===== src/rtl/lfsr_pkg.sv =====
// Shared definitions for the LFSR test controller, generator and checker:
// state encodings, the state type and the default (non-zero) seed.
package lfsr_pkg;

  localparam logic [2:0] STATE_IDLE    = 3'd0;
  localparam logic [2:0] STATE_SEED    = 3'd1;
  localparam logic [2:0] STATE_ACQUIRE = 3'd2;
  localparam logic [2:0] STATE_TRACK   = 3'd3;
  localparam logic [2:0] STATE_FAIL    = 3'd4;

  typedef enum logic [2:0] {
    ST_IDLE    = STATE_IDLE,
    ST_SEED    = STATE_SEED,
    ST_ACQUIRE = STATE_ACQUIRE,
    ST_TRACK   = STATE_TRACK,
    ST_FAIL    = STATE_FAIL
  } lfsr_state_e;

  localparam logic [7:0] SEED_DEFAULT = 8'h01;

  // An all-zero seed would lock the LFSR, so it is replaced by the default.
  function automatic logic [7:0] fix_seed(input logic [7:0] seed);
    return (seed == '0) ? SEED_DEFAULT : seed;
  endfunction

endpackage


===== src/rtl/lfsr_beat_timer.sv =====
// Valid-beat period counter: a registered tick every VALID_PERIOD run cycles.
// The counter freezes while i_run is low and restarts from zero on i_clear.
module lfsr_beat_timer #(
  parameter int unsigned VALID_PERIOD = 1
) (
  input  logic clk,
  input  logic reset,
  input  logic i_run,
  input  logic i_clear,
  output logic o_tick
);

  localparam int unsigned CW = $clog2(VALID_PERIOD + 1);
  localparam logic [CW-1:0] LAST = CW'(VALID_PERIOD - 1);

  logic [CW-1:0] cnt_q, cnt_d;
  logic          tick_q, tick_d;

  // i_run/i_clear describe the upcoming cycle, so the tick lands in the
  // cycle it belongs to while still coming straight from a flop.
  always_comb begin
    cnt_d  = cnt_q;
    tick_d = 1'b0;
    if (i_clear) begin
      cnt_d = '0;
    end else if (i_run) begin
      tick_d = (cnt_q == LAST);
      cnt_d  = (cnt_q == LAST) ? '0 : cnt_q + CW'(1);
    end
  end

  always_ff @(posedge clk or posedge reset) begin
    if (reset) begin
      cnt_q  <= '0;
      tick_q <= 1'b0;
    end else begin
      cnt_q  <= cnt_d;
      tick_q <= tick_d;
    end
  end

  assign o_tick = tick_q;

endmodule


===== src/rtl/lfsr_test_ctrl.sv =====
// LFSR test-run controller: seeds generator/checker, strobes valid beats,
// waits for checker lock and tracks lock losses. Optional error injection
// is enabled with `define LFSR_TEST_CTRL_ERR_INJ_EN.
module lfsr_test_ctrl
  import lfsr_pkg::*;
#(
  parameter int unsigned LOCK_TIMEOUT = 64,
  parameter int unsigned VALID_PERIOD = 1
) (
  input  logic       clk,
  input  logic       reset,
  input  logic       i_start,
  input  logic       i_stop,
  input  logic [7:0] i_seed,
  input  logic       i_lock,
  output logic       o_seed_load,
  output logic [7:0] o_seed,
  output logic       o_chk_clear,
  output logic       o_valid,
  output logic       o_busy,
  output logic       o_locked,
  output logic       o_timeout,
  output logic [7:0] o_loss_cnt,
  output logic [2:0] o_state
`ifdef LFSR_TEST_CTRL_ERR_INJ_EN
  ,
  input  logic       i_inject,
  output logic       o_corrupt
`endif
);

  localparam int unsigned BW = $clog2(LOCK_TIMEOUT + 1);

  lfsr_state_e   state_q, state_d;
  logic [7:0]    seed_q, seed_d;
  logic [7:0]    loss_q, loss_d;
  logic [BW-1:0] beat_q, beat_d, beat_inc;
  logic          seed_load_q, chk_clear_q, busy_q, locked_q, timeout_q;
  logic          run_d, valid_w;

  assign beat_inc = beat_q + BW'(valid_w);

  always_comb begin
    state_d = state_q;
    seed_d  = seed_q;
    loss_d  = loss_q;
    if (i_stop) begin
      state_d = ST_IDLE;
    end else begin
      case (state_q)
        ST_IDLE:    if (i_start) state_d = ST_SEED;
        ST_SEED:    state_d = ST_ACQUIRE;
        ST_ACQUIRE: begin
          if (i_lock)                              state_d = ST_TRACK;
          else if (beat_inc >= BW'(LOCK_TIMEOUT))  state_d = ST_FAIL;
        end
        ST_TRACK: begin
          if (!i_lock) begin
            state_d = ST_ACQUIRE;
            if (loss_q != '1) loss_d = loss_q + 8'd1;
          end
        end
        ST_FAIL:    if (i_start) state_d = ST_SEED;
        default:    state_d = ST_IDLE;
      endcase
    end
    beat_d = (state_q == ST_ACQUIRE && state_d == ST_ACQUIRE) ? beat_inc : '0;
    if (state_d == ST_SEED) begin
      seed_d = fix_seed(i_seed);
      loss_d = '0;
    end
  end

  assign run_d = (state_d == ST_ACQUIRE) || (state_d == ST_TRACK);

  lfsr_beat_timer #(
    .VALID_PERIOD(VALID_PERIOD)
  ) u_beat_timer (
    .clk    (clk),
    .reset  (reset),
    .i_run  (run_d),
    .i_clear(state_d == ST_SEED),
    .o_tick (valid_w)
  );

  // Status flags are decoded from the next state so they change together
  // with o_state rather than a cycle behind it.
  always_ff @(posedge clk or posedge reset) begin
    if (reset) begin
      state_q     <= ST_IDLE;
      seed_q      <= SEED_DEFAULT;
      loss_q      <= '0;
      beat_q      <= '0;
      seed_load_q <= 1'b0;
      chk_clear_q <= 1'b0;
      busy_q      <= 1'b0;
      locked_q    <= 1'b0;
      timeout_q   <= 1'b0;
    end else begin
      state_q     <= state_d;
      seed_q      <= seed_d;
      loss_q      <= loss_d;
      beat_q      <= beat_d;
      seed_load_q <= (state_d == ST_SEED);
      chk_clear_q <= (state_d == ST_SEED);
      busy_q      <= run_d || (state_d == ST_SEED);
      locked_q    <= (state_d == ST_TRACK);
      timeout_q   <= (state_d == ST_FAIL);
    end
  end

  assign o_seed_load = seed_load_q;
  assign o_seed      = seed_q;
  assign o_chk_clear = chk_clear_q;
  assign o_valid     = valid_w;
  assign o_busy      = busy_q;
  assign o_locked    = locked_q;
  assign o_timeout   = timeout_q;
  assign o_loss_cnt  = loss_q;
  assign o_state     = state_q;

`ifdef LFSR_TEST_CTRL_ERR_INJ_EN
  logic inj_prev_q, pend_q, pend_d;

  always_comb begin
    pend_d = pend_q;
    if (valid_w && pend_q) pend_d = 1'b0;
    if (i_inject && !inj_prev_q && state_q == ST_TRACK && !pend_q) pend_d = 1'b1;
    if (!run_d) pend_d = 1'b0;
  end

  always_ff @(posedge clk or posedge reset) begin
    if (reset) begin
      inj_prev_q <= 1'b0;
      pend_q     <= 1'b0;
    end else begin
      inj_prev_q <= i_inject;
      pend_q     <= pend_d;
    end
  end

  // Both terms are flops, so the marker stays aligned with its valid beat.
  assign o_corrupt = valid_w && pend_q;
`endif

endmodule

===== config.mk =====
export PLATFORM = sky130hd
export DESIGN_NAME = lfsr_test_ctrl
export DESIGN_NICKNAME = d
export VERILOG_FILES = /design/src/rtl/lfsr_pkg.sv /design/src/rtl/lfsr_beat_timer.sv /design/src/rtl/lfsr_test_ctrl.sv
export SDC_FILE = /design/constraint.sdc
export NUM_CORES = 1
export LEC_CHECK = 0
export ABC_AREA = 1
export CAP_MARGIN = 20
export CORE_MARGIN = 3
export CORE_UTILIZATION = 35
export DETAILED_ROUTE_END_ITERATION = 10
export DONT_BUFFER_PORTS = 1
export PLACE_DENSITY_LB_ADDON = 0.08
export RECOVER_POWER = 100
export SLEW_MARGIN = 30
export SYNTH_ARGS = -nofsm -noshare
export SYNTH_HDL_FRONTEND = slang
export SYNTH_SLANG_ARGS = --single-unit

===== constraint.sdc =====
create_clock -name clk -period 3.4 [get_ports clk]
set_input_delay 1.02 -clock clk [delete_from_list [all_inputs] [get_ports clk]]
set_output_delay 1.02 -clock clk [all_outputs]
set_load 0.1 [all_outputs]

==> metrics.txt <==
post-DR vias/cell 4.668; clk root buf clkbuf_8; Hold Crit Class flop to flop; DRC 0; Crit. End Element primary output; area grow syn2layout 9.281%; CP startpoint o_chk_clear; pin count of the biggest net entering global routing 22; Final Skew 0.002652 ns; PortBufs 0; r2r setup slk 0.74 ns; via count 1,083; Max IR drop VDD 380.8 uV; total grt overflow 0; Leak 0.8762 nW; drt total wl 2928 microns; CP Max Fanout 2; RR Startpoint o_loss_cnt[1]; Synth Register Bits 31; Hold Slack 0.5873 ns; critical path class flop to primary output; failing checks capacitance limit, slew limit; die width 71.39 microns; gpl congestion 0.8599; hpwl dp 2194 microns; most frequent cells after synthesis 43 x nand2_1, 30 x dfrtp_1, 25 x inv_1; r2r endpoint o_loss_cnt[7]; initial DRC count 46; Die Ht 71.39 microns; max-slew violations 1; Rel. slew slack -17.68%; PwrDens 652.9 nW/um^2; Setup crit start kind flop; CTS tree yes; setup tns final 0 ns; n_diodes 0; max frequency 0.3525 GHz; vias in the first global route 1,105; CTS resizes 0; R2R depth 10; Cells after Synth 170; nets@finish 197; hold buffers post-CTS 0; core area 4058 sq um; Levels on crit path 0; Worst-Margin Slew 1.766 ns; # setup viols final 0; Final Cycle Share 83.45%; Clock Latency Late Sink 0.28 ns; Seq/Total Area, Yosys 51.92%; 1st-pass router iterations 4; post-synth top area cell dfrtp_1; share of layout cells above drive strength 1 9.890%; top_reg_cell synth dfrtp_1; Post-synth ARST share 100.0%; Required @ worst endpoint 2.38 ns; most frequent cell after synthesis nand2_1; Final min period 2.837 ns; status finished with violations; clock sink count 31; max-cap violation count 1; Routed wire per std cell 12.62 microns; post-CTS setup buffer count 0; die footprint 5096 sq um; Starting Density 36.88%; Post-Syn Area 1496 sq um; final hold viol count 0; Synth area leaders dfrtp_1 50%, nand2_1 11%, inv_1 6.3%; clock-pin slew on the worst setup and hold paths 0.06 ns; I/O pins 38; cts bufs inserted 5; Distinct cells, synth 33; first-pass GRT wire length 5037 microns; crit path to o_seed_load; CTS H-Tree Depth 2; antenna violations before repair 0; ANT nets after route 0; Max clock buf depth 2; syn avg cell area 8.803 sq um; Arrival @ worst endpoint 1.82 ns; row cnt 23; yosys warns 0; number of enable flip-flop cells after synthesis 0; Global Route Usage Sum 12.66%; post-synth net total 186; RSZ-0062 raised after global routing false; area share of the largest cell type after synthesis 50.17%; # fillers 421
-- per-stage QoR --
stage | worst slack [ns] | total power, mW | instances | cell area, sq um | util [%]
floorplan | 1.056 | 0.7526 | 170 | 1496 | -
CTS | 1.072 | 1.096 | 232 | 1683 | 41.47
global route | 0.5080 | 1.120 | 232 | 1635 | 40.30
detailed placement | 1.186 | 0.7734 | 224 | 1583 | 39.01
global placement | 1.224 | 0.7728 | 224 | 1583 | 39.01
finish | 0.5629 | 1.068 | 232 | 1635 | 40.30
-- cell type report --
type / count / area [sq um] / area share (%)
Clock buffer: 8 / 100.1 / 6.121
Inverter: 28 / 105.1 / 6.427
Sequential cell: 31 / 777.0 / 47.51
Tap cell: 50 / 62.56 / 3.826
Multi-Input combinational cell: 108 / 560.5 / 34.28
Timing Repair Buffer: 7 / 30.03 / 1.836
-- cell families (layout without fill, tap and decap cells) --
kind of cell               after synthesis  in the layout  share of synthesized area, %
other                                    1              1                        0.2506
AOI/OAI and AO/OA                        9              9                         3.762
xor gates and xnor gates                 7              7                         4.097
DFF                                     31             31                         51.92
adders and majority gates                3              3                         2.509
buffers and inverters                   31             43                         9.030
and+or+nand+nor                         88             88                         28.43
-- state kept, by name, summed over array words and instances (netlist names) --
signal	cells
beat_q	7
u_beat_timer.o_tick	1
o_timeout	1
o_seed	8
o_chk_clear	1
o_state	3
o_busy	1
o_locked	1
o_loss_cnt	8
-- worst min path at each step --
stage,from,to,slack (ns),depth (start not counted)
2_1_floorplan,beat_q[4],beat_q[4],0.54,3
3_3_place_gp,beat_q[0],beat_q[0],0.57,3
3_5_place_dp,beat_q[4],beat_q[4],0.57,3
4_1_cts,beat_q[4],beat_q[4],0.60,3
5_1_grt,beat_q[4],beat_q[4],0.63,3
6_report,beat_q[4],beat_q[4],0.59,3
-- cell usage in the layout, fill, tap and decap left out, types with 2 or more instances in the layout --
cell,n
nand3_1,16
dfrtp_1,30
nor3_1,3
nand4_1,2
xnor2_1,4
xor2_1,3
nor2_2,3
o21ai_0,5
inv_1,26
nand2_2,3
nor2_1,11
clkbuf_1,7
nand2_1,44
ha_1,3
and2_0,2
clkbuf_8,7
-- power by group --
group | total, mW | switching [mW] | internal, mW | leakage [nW]
clock | 0.312 | 0.127 | 0.184 | 0.0515
sequential | 0.663 | 0.263 | 0.400 | 0.412
combinational | 0.0927 | 0.0697 | 0.0230 | 0.412
total | 1.07 | 0.460 | 0.608 | 0.876
-- routing by layer --
layer | vias to the layer above | global-route usage, % | part of all wire [%]
met5 | - | 0 | 0
met4 | 0 | 5.010 | 1.4
met3 | 4 | 6.031 | 8.0
met2 | 33 | 19.29 | 47
met1 | 502 | 15.45 | 44
li1 | 544 | - | -
Note: power is estimated with default switching activity, not from simulation.
